`src/rtl/bram_test_pkg.sv`:
```
// Shared state/mode types and the expected-data pattern used by the BRAM pattern engine.
package bram_test_pkg;

    localparam int unsigned BTE_MAX_DW = 64;
    localparam int unsigned BTE_MAX_AW = 32;

    typedef enum logic [2:0] {
        IDLE  = 3'd0,
        WRITE = 3'd1,
        READ  = 3'd2,
        DRAIN = 3'd3,
        DONE  = 3'd4
    } bte_state_t;

    typedef enum logic [2:0] {
        ZERO    = 3'd0,
        ONE     = 3'd1,
        CHECKER = 3'd2,
        ADDR    = 3'd3,
        WALK1   = 3'd4
    } bte_mode_t;

    // Pattern word for an address; dw is the live word width, upper bits are masked off.
    function automatic logic [BTE_MAX_DW-1:0] bte_expected(
        input logic [BTE_MAX_AW-1:0] addr,
        input logic [2:0]            mode,
        input logic                  inv,
        input int unsigned           dw
    );
        logic [BTE_MAX_DW-1:0] v;
        logic [BTE_MAX_DW-1:0] mask;
        mask = (dw >= BTE_MAX_DW) ? '1 : ((BTE_MAX_DW'(1) << dw) - BTE_MAX_DW'(1));
        case (mode)
            ONE:     v = '1;
            CHECKER: v = addr[0] ? {8{8'hAA}} : {8{8'h55}};
            ADDR:    v = BTE_MAX_DW'(addr);
            WALK1:   v = BTE_MAX_DW'(1) << (addr % BTE_MAX_AW'(dw));
            default: v = '0;
        endcase
        if (inv) v = ~v;
        return v & mask;
    endfunction

endpackage

```
`src/rtl/bram_pattern_engine_if.sv`:
```
// Control, status and BRAM-port bundle between the pattern engine, its sequencer and the bank.
interface bram_pattern_engine_if #(
    parameter int unsigned DATA_WIDTH = 8,
    parameter int unsigned ADDR_WIDTH = 11,
    parameter int unsigned ERR_WIDTH  = 16
);
    logic                  start;
    logic                  abort;
    logic [2:0]            mode;
    logic [7:0]            passes;

    logic                  bram_en;
    logic                  bram_we;
    logic [ADDR_WIDTH-1:0] bram_addr;
    logic [DATA_WIDTH-1:0] bram_din;
    logic [DATA_WIDTH-1:0] bram_dout;

    logic                  busy;
    logic                  done;
    logic                  pass_ok;
    logic [ERR_WIDTH-1:0]  err_count;
    logic [ADDR_WIDTH-1:0] first_err_addr;
    logic                  first_err_valid;

    modport master (
        input  start, abort, mode, passes, bram_dout,
        output bram_en, bram_we, bram_addr, bram_din,
        output busy, done, pass_ok, err_count, first_err_addr, first_err_valid
    );

    modport slave (
        output start, abort, mode, passes, bram_dout,
        input  bram_en, bram_we, bram_addr, bram_din,
        input  busy, done, pass_ok, err_count, first_err_addr, first_err_valid
    );
endinterface

```
`src/rtl/bram_pattern_engine.sv`:
```
// Write-then-read BRAM traffic generator/checker: selectable pattern, multi-pass with
// odd-pass inversion, saturating error count and first-failure address capture.
module bram_pattern_engine
    import bram_test_pkg::*;
#(
    parameter int unsigned DATA_WIDTH = 8,
    parameter int unsigned ADDR_WIDTH = 11,
    parameter int unsigned DEPTH      = 2048,
    parameter int unsigned ERR_WIDTH  = 16
) (
    input  logic                 clk,
    input  logic                 rst_n,
    bram_pattern_engine_if.master bus
);
    localparam logic [ADDR_WIDTH-1:0] ADDR_LAST = ADDR_WIDTH'(DEPTH - 1);
    localparam logic [ERR_WIDTH-1:0]  ERR_MAX   = '1;

    bte_state_t            r_state, w_state_nxt;
    logic [ADDR_WIDTH-1:0] r_addr, w_addr_nxt;
    logic [2:0]            r_mode, w_mode_nxt;
    logic [7:0]            r_passes, w_passes_nxt;
    logic [7:0]            r_pass_idx, w_pass_idx_nxt;
    logic                  r_rd_vld, w_rd_vld_nxt;
    logic [DATA_WIDTH-1:0] r_exp, w_exp_nxt;
    logic [ADDR_WIDTH-1:0] r_cmp_addr, w_cmp_addr_nxt;
    logic                  r_en, w_en_nxt;
    logic                  r_we, w_we_nxt;
    logic [DATA_WIDTH-1:0] r_din, w_din_nxt;
    logic                  r_busy, w_busy_nxt;
    logic                  r_done, w_done_nxt;
    logic                  r_pass_ok, w_pass_ok_nxt;
    logic [ERR_WIDTH-1:0]  r_err_count, w_err_nxt;
    logic [ADDR_WIDTH-1:0] r_ferr_addr, w_ferr_addr_nxt;
    logic                  r_ferr_valid, w_ferr_valid_nxt;
    logic                  w_accept;
    logic                  w_abort;
    logic                  w_mismatch;

    function automatic logic [DATA_WIDTH-1:0] f_pattern(
        input logic [ADDR_WIDTH-1:0] a,
        input logic [2:0]            m,
        input logic                  inv
    );
        return DATA_WIDTH'(bte_expected(BTE_MAX_AW'(a), m, inv, DATA_WIDTH));
    endfunction

    // Next-state, compare and next-output logic; outputs are registered from next-state values.
    always_comb begin
        w_state_nxt    = r_state;
        w_addr_nxt     = r_addr;
        w_mode_nxt     = r_mode;
        w_passes_nxt   = r_passes;
        w_pass_idx_nxt = r_pass_idx;
        w_accept       = 1'b0;
        w_abort        = 1'b0;

        case (r_state)
            IDLE: begin
                if (bus.start && !bus.abort) begin
                    w_accept       = 1'b1;
                    w_state_nxt    = WRITE;
                    w_addr_nxt     = '0;
                    w_mode_nxt     = bus.mode;
                    w_passes_nxt   = (bus.passes == 8'd0) ? 8'd1 : bus.passes;
                    w_pass_idx_nxt = '0;
                end
            end
            WRITE: begin
                if (r_addr == ADDR_LAST) begin
                    w_state_nxt = READ;
                    w_addr_nxt  = '0;
                end else begin
                    w_addr_nxt = r_addr + ADDR_WIDTH'(1);
                end
            end
            READ: begin
                if (r_addr == ADDR_LAST) begin
                    w_state_nxt = DRAIN;
                    w_addr_nxt  = '0;
                end else begin
                    w_addr_nxt = r_addr + ADDR_WIDTH'(1);
                end
            end
            DRAIN: begin
                if ((9'(r_pass_idx) + 9'd1) < 9'(r_passes)) begin
                    w_state_nxt    = WRITE;
                    w_pass_idx_nxt = r_pass_idx + 8'd1;
                end else begin
                    w_state_nxt = DONE;
                end
            end
            DONE:    w_state_nxt = IDLE;
            default: w_state_nxt = IDLE;
        endcase

        if ((r_state != IDLE) && bus.abort) begin
            w_abort     = 1'b1;
            w_state_nxt = IDLE;
            w_addr_nxt  = '0;
        end

        // Data returned this cycle belongs to the read registered last cycle.
        w_mismatch       = r_rd_vld && !w_abort && (bus.bram_dout != r_exp);
        w_err_nxt        = r_err_count;
        w_ferr_addr_nxt  = r_ferr_addr;
        w_ferr_valid_nxt = r_ferr_valid;
        if (w_accept) begin
            w_err_nxt        = '0;
            w_ferr_valid_nxt = 1'b0;
        end else if (w_mismatch) begin
            if (r_err_count != ERR_MAX) w_err_nxt = r_err_count + ERR_WIDTH'(1);
            if (!r_ferr_valid) begin
                w_ferr_valid_nxt = 1'b1;
                w_ferr_addr_nxt  = r_cmp_addr;
            end
        end

        w_rd_vld_nxt   = (r_state == READ) && !w_abort;
        w_exp_nxt      = f_pattern(r_addr, r_mode, r_pass_idx[0]);
        w_cmp_addr_nxt = r_addr;

        w_en_nxt   = (w_state_nxt == WRITE) || (w_state_nxt == READ);
        w_we_nxt   = (w_state_nxt == WRITE);
        w_din_nxt  = w_we_nxt ? f_pattern(w_addr_nxt, w_mode_nxt, w_pass_idx_nxt[0]) : '0;
        w_busy_nxt = w_en_nxt || (w_state_nxt == DRAIN);
        w_done_nxt = (w_state_nxt == DONE);

        w_pass_ok_nxt = r_pass_ok;
        if (w_accept || w_abort) w_pass_ok_nxt = 1'b0;
        else if (w_done_nxt)     w_pass_ok_nxt = (w_err_nxt == '0);
    end

    always_ff @(posedge clk or negedge rst_n) begin
        if (!rst_n) begin
            r_state      <= IDLE;
            r_addr       <= '0;
            r_mode       <= '0;
            r_passes     <= '0;
            r_pass_idx   <= '0;
            r_rd_vld     <= 1'b0;
            r_exp        <= '0;
            r_cmp_addr   <= '0;
            r_en         <= 1'b0;
            r_we         <= 1'b0;
            r_din        <= '0;
            r_busy       <= 1'b0;
            r_done       <= 1'b0;
            r_pass_ok    <= 1'b0;
            r_err_count  <= '0;
            r_ferr_addr  <= '0;
            r_ferr_valid <= 1'b0;
        end else begin
            r_state      <= w_state_nxt;
            r_addr       <= w_addr_nxt;
            r_mode       <= w_mode_nxt;
            r_passes     <= w_passes_nxt;
            r_pass_idx   <= w_pass_idx_nxt;
            r_rd_vld     <= w_rd_vld_nxt;
            r_exp        <= w_exp_nxt;
            r_cmp_addr   <= w_cmp_addr_nxt;
            r_en         <= w_en_nxt;
            r_we         <= w_we_nxt;
            r_din        <= w_din_nxt;
            r_busy       <= w_busy_nxt;
            r_done       <= w_done_nxt;
            r_pass_ok    <= w_pass_ok_nxt;
            r_err_count  <= w_err_nxt;
            r_ferr_addr  <= w_ferr_addr_nxt;
            r_ferr_valid <= w_ferr_valid_nxt;
        end
    end

    // r_addr is parked at zero whenever the port is disabled.
    assign bus.bram_en         = r_en;
    assign bus.bram_we         = r_we;
    assign bus.bram_addr       = r_addr;
    assign bus.bram_din        = r_din;
    assign bus.busy            = r_busy;
    assign bus.done            = r_done;
    assign bus.pass_ok         = r_pass_ok;
    assign bus.err_count       = r_err_count;
    assign bus.first_err_addr  = r_ferr_addr;
    assign bus.first_err_valid = r_ferr_valid;

endmodule

```
`src/flat_wrapper.sv`:
```
// flat-port wrapper written by rule: the top's interface ports become plain ports
module bram_pattern_engine_flat import bram_test_pkg::*;
#(
    parameter int unsigned DATA_WIDTH = 8,
    parameter int unsigned ADDR_WIDTH = 11,
    parameter int unsigned DEPTH      = 2048,
    parameter int unsigned ERR_WIDTH  = 16
)
  (clk, rst_n, bus_start, bus_abort, bus_mode, bus_passes, bus_bram_dout, bus_bram_en, bus_bram_we, bus_bram_addr, bus_bram_din, bus_busy, bus_done, bus_pass_ok, bus_err_count, bus_first_err_addr, bus_first_err_valid);
  bram_pattern_engine_if #(.DATA_WIDTH(DATA_WIDTH), .ADDR_WIDTH(ADDR_WIDTH), .ERR_WIDTH(ERR_WIDTH)) bus_i ();
  input  logic clk;
  input  logic rst_n;
  input wire logic [$bits(bus_i.start)-1:0] bus_start;
  input wire logic [$bits(bus_i.abort)-1:0] bus_abort;
  input wire logic [$bits(bus_i.mode)-1:0] bus_mode;
  input wire logic [$bits(bus_i.passes)-1:0] bus_passes;
  input wire logic [$bits(bus_i.bram_dout)-1:0] bus_bram_dout;
  output wire logic [$bits(bus_i.bram_en)-1:0] bus_bram_en;
  output wire logic [$bits(bus_i.bram_we)-1:0] bus_bram_we;
  output wire logic [$bits(bus_i.bram_addr)-1:0] bus_bram_addr;
  output wire logic [$bits(bus_i.bram_din)-1:0] bus_bram_din;
  output wire logic [$bits(bus_i.busy)-1:0] bus_busy;
  output wire logic [$bits(bus_i.done)-1:0] bus_done;
  output wire logic [$bits(bus_i.pass_ok)-1:0] bus_pass_ok;
  output wire logic [$bits(bus_i.err_count)-1:0] bus_err_count;
  output wire logic [$bits(bus_i.first_err_addr)-1:0] bus_first_err_addr;
  output wire logic [$bits(bus_i.first_err_valid)-1:0] bus_first_err_valid;
  assign bus_i.start = bus_start;
  assign bus_i.abort = bus_abort;
  assign bus_i.mode = bus_mode;
  assign bus_i.passes = bus_passes;
  assign bus_i.bram_dout = bus_bram_dout;
  assign bus_bram_en = bus_i.bram_en;
  assign bus_bram_we = bus_i.bram_we;
  assign bus_bram_addr = bus_i.bram_addr;
  assign bus_bram_din = bus_i.bram_din;
  assign bus_busy = bus_i.busy;
  assign bus_done = bus_i.done;
  assign bus_pass_ok = bus_i.pass_ok;
  assign bus_err_count = bus_i.err_count;
  assign bus_first_err_addr = bus_i.first_err_addr;
  assign bus_first_err_valid = bus_i.first_err_valid;
  bram_pattern_engine #(.DATA_WIDTH(DATA_WIDTH), .ADDR_WIDTH(ADDR_WIDTH), .DEPTH(DEPTH), .ERR_WIDTH(ERR_WIDTH)) u_core (.clk(clk), .rst_n(rst_n), .bus(bus_i));
endmodule
```
`config.mk`:
```
export PLATFORM = sky130hd
export DESIGN_NAME = bram_pattern_engine_flat
export DESIGN_NICKNAME = d
export VERILOG_FILES = /design/src/rtl/bram_test_pkg.sv /design/src/rtl/bram_pattern_engine_if.sv /design/src/rtl/bram_pattern_engine.sv /design/src/flat_wrapper.sv
export SDC_FILE = /design/constraint.sdc
export NUM_CORES = 1
export LEC_CHECK = 0
export CORE_ASPECT_RATIO = 1.4
export CORE_MARGIN = 5
export CORE_UTILIZATION = 35
export DETAILED_ROUTE_END_ITERATION = 16
export GPL_ROUTABILITY_DRIVEN = 0
export PLACE_DENSITY_LB_ADDON = 0.15
export SLEW_MARGIN = 20
export SYNTH_ARGS = -nofsm -noshare
export SYNTH_HDL_FRONTEND = slang
export SYNTH_SLANG_ARGS = --single-unit
```
`constraint.sdc`:
```
create_clock -name clk -period 3.36 [get_ports clk]
set_input_delay 0.672 -clock clk [delete_from_list [all_inputs] [get_ports clk]]
set_output_delay 0.672 -clock clk [all_outputs]
set_load 0.05 [all_outputs]
```
==> flow_summary.ini <==
[logic_synthesis]
synth_top_area_cell = dfrtp_1
synthCells = 515
synth_nets = 553
yosysMostFrequentCell = dfrtp_1
ys_types = 75
syn_avg_cell_area_um2 = 10.1
synthTopCellsByCount = dfrtp_1, nand2_1, nor2_1
ys_top_cells_by_area = dfrtp_1, nand2_1, xor2_1
ys.flop_type = dfrtp_1
synth-async-reset-ratio_pct = 100
synth_edf_count = 0
netlist.area_leader.share_pct = 45.2
syn-cell-area_um2 = 5200
yosysSeqAreaShare_pct = 45.2
synth_seq_cells = 94
yosys_warnings = 0

[route]
drt-vias-per-instance = 5.19
first_pass_iters = 5
num_vias = 4104
wl_um = 13100
drt_iter0_drc = 215
ant_nets = 0
drt-wirelength-per-cell_um = 16.5
drc = 0

[timing]
fin_crit_sh_pct = 92.3
setup_slack_ns = 0.258
finalSetupTns_ns = 0
timing.hold.ws_ns = 0.312
skew_ns = 0.00703
max_slew_margin_pct = 51.4
tightestPinTransition_ns = 0.727
drv_slew = 0
fmax_mhz = 322
hold_violations = 0
min_period_ns = 3.10
setup_viol = 0

[clock_network]
cts_tree = yes
cts_buffers = 9
clk_path_buf_depth = 2
htreeDepth = 3
root_buffer = clkbuf_16
cts.clk_slew.worst_paths_ns = 0.07
post_cts_buffers = 0
clk_latency_ns = 0.34
cts_sinks = 94

[setup_path]
critical_path_class = flip-flop to flip-flop
r2r_start = u_core.r_pass_idx[1]
worstRegToRegCells = 12
crit_required_ns = 3.57
worstReg2RegEnd = u_core.bus.bram_din[0]
r2r_slack_ns = 0.26
cpPeakStageDelay_ns = 0.40
cp_common_cell = ha_1
crit_path_end = u_core.bus.bram_din[0]
critPathLaunchType = flip-flop
crit_path_max_fanout = 8
end_kind = flip-flop
arrival_ns = 3.31
cp_cell_sequence = ha_1 > nand3_1 > nor2_1 > xor2_1 > ha_1 > a21oi_1 > o22ai_1 > a311o_1 > nor4_4 > mux2i_2 > nand2b_2 > mux2i_1
cp.buffers_inverters = 0
crit_path_top_delay_cell = a311o_1
critPathTopFamily = simple AND/OR/NAND/NOR gates
cp.depth = 12
critPathLaunch = u_core.r_pass_idx[1]

[floorplanning]
initial_utilization_pct = 35.9
die_y_um = 154
dieArea_um2 = 17400
die_w_um = 113
rows = 52
io_pins = 75
core-area_um2 = 14500

[run_status]
status = completed

[placement]
dp_hpwl_um = 9890
numPortBuffers = 74
place_ws_ns = 0.105

[worst_hold_path]
hp-class = primary input to async pin

[grt]
grt_max_degree = 55
grt_pass1_wl_um = 21800
grt_pass1_vias = 4290
globalRoute.totalOverflow = 0
grt_antenna_before_repair = 0
grt_util_all_layers_pct = 15.5

[finish]
layout-drive-gt1-share_pct = 12.8
nets = 635
utilization_pct = 45.2
area_delta_synth_final_pct = 26.0
antenna_cells = 0

[power]
p_leak_uw = 0.00294
ir_drop_mv = 0.219
finalPower_uw = 3030
p_per_area_nw_per_um2 = 462

[job]
drv_cap = 0
==> cells in the final DEF (no fill, tap or decap), types with 9 or more instances in the layout <==
| cell | n |
|---|---|
| nand3_1 | 24 |
| buf_4 | 16 |
| nand2_1 | 61 |
| xnor2_1 | 9 |
| ha_1 | 15 |
| xor2_1 | 24 |
| mux2_1 | 10 |
| inv_1 | 21 |
| o21ai_0 | 29 |
| clkdlybuf4s50_1 | 73 |
| nor2_1 | 37 |
| clkbuf_16 | 9 |
| mux2i_1 | 15 |
| dfrtp_1 | 94 |
| a21oi_1 | 18 |
==> layer usage <==
layer  wire length (µm)  part of all wire [%]  global-route usage (%)
met2               6850                    52                    27.9
met3                493                   3.8                    3.17
met4                246                   1.9                    5.15
met1               5470                    42                    18.2
met5                  0                     0                       0
==> cells by family after synthesis <==
family	count (synthesis)	synth area share, %
xor gates and xnor gates	33	5.55
buffers and inverters	43	3.75
AOI/OAI and AO/OA	105	14.6
adders and majority gates	15	3.61
and+or+nand+nor	193	20.0
DFF	94	45.2
muxes	32	7.26
==> metrics by stage <==
stage,std cells,instance area (µm²)
floorplan,515,5200
global placement,775,6210
detailed placement,775,6210
CTS,791,6540
global route,791,6560
finish,791,6560
==> worst reg2reg max path, cell delays in order (launching register included) <==
cell and delay (ns):
dfrtp_1 0.39, ha_1 0.22, nand3_1 0.13, nor2_1 0.19, xor2_1 0.21, ha_1 0.27, a21oi_1 0.15, o22ai_1 0.09
a311o_1 0.40, nor4_4 0.21, mux2i_2 0.35, nand2b_2 0.26, mux2i_1 0.11
==> flip-flops by register name, summed over array words and instances (netlist names) <==
register	count
u_core.r_pass_idx	8
u_core.bus.first_err_addr	11
u_core.bus.bram_en	1
u_core.bus.first_err_valid	1
u_core.r_cmp_addr	11
u_core.bus.bram_we	1
u_core.r_exp	8
u_core.r_passes	8
u_core.bus.bram_addr	11
u_core.bus.done	1
u_core.bus.bram_din	8
u_core.r_state	3
u_core.bus.err_count	16
u_core.r_mode	3
u_core.r_rd_vld	1
u_core.bus.busy	1
u_core.bus.pass_ok	1
==> worst min path at each step <==
stage,slack [ns],startpoint,end
floorplan,0.38,rst_n,u_core.bus.bram_addr[0]
global route,0.36,rst_n,u_core.bus.first_err_addr[2]
finish,0.31,rst_n,u_core.bus.first_err_addr[2]
global placement,0.44,u_core.r_cmp_addr[3],u_core.bus.first_err_addr[3]
detailed placement,0.45,u_core.r_cmp_addr[4],u_core.bus.first_err_addr[4]
CTS,0.33,rst_n,u_core.bus.first_err_addr[2]
==> power breakdown <==
part           internal, µW  switching (µW)
sequential             1210            64.0
clock                   692             428
combinational           248             389
==> layout make-up <==
class | count | area (µm²)
Fill cell | 1423 | 7950
Timing Repair Buffer | 90 | 871
Multi-Input combinational cell | 378 | 2670
Inverter | 24 | 90.1
Clock inverter | 5 | 81.3
Clock buffer | 11 | 253
Tap cell | 189 | 236
Sequential cell | 94 | 2350
==> timing repair <==
action | 4_1_cts | 5_1_grt
hold endpoints to repair | 0 | 0
endpoints found under the setup margin | 0 | 8
hold buffers | 0 | 0
gates resized for setup | 0 | 4
No activity file was read; power rests on OpenSTA's default activity.
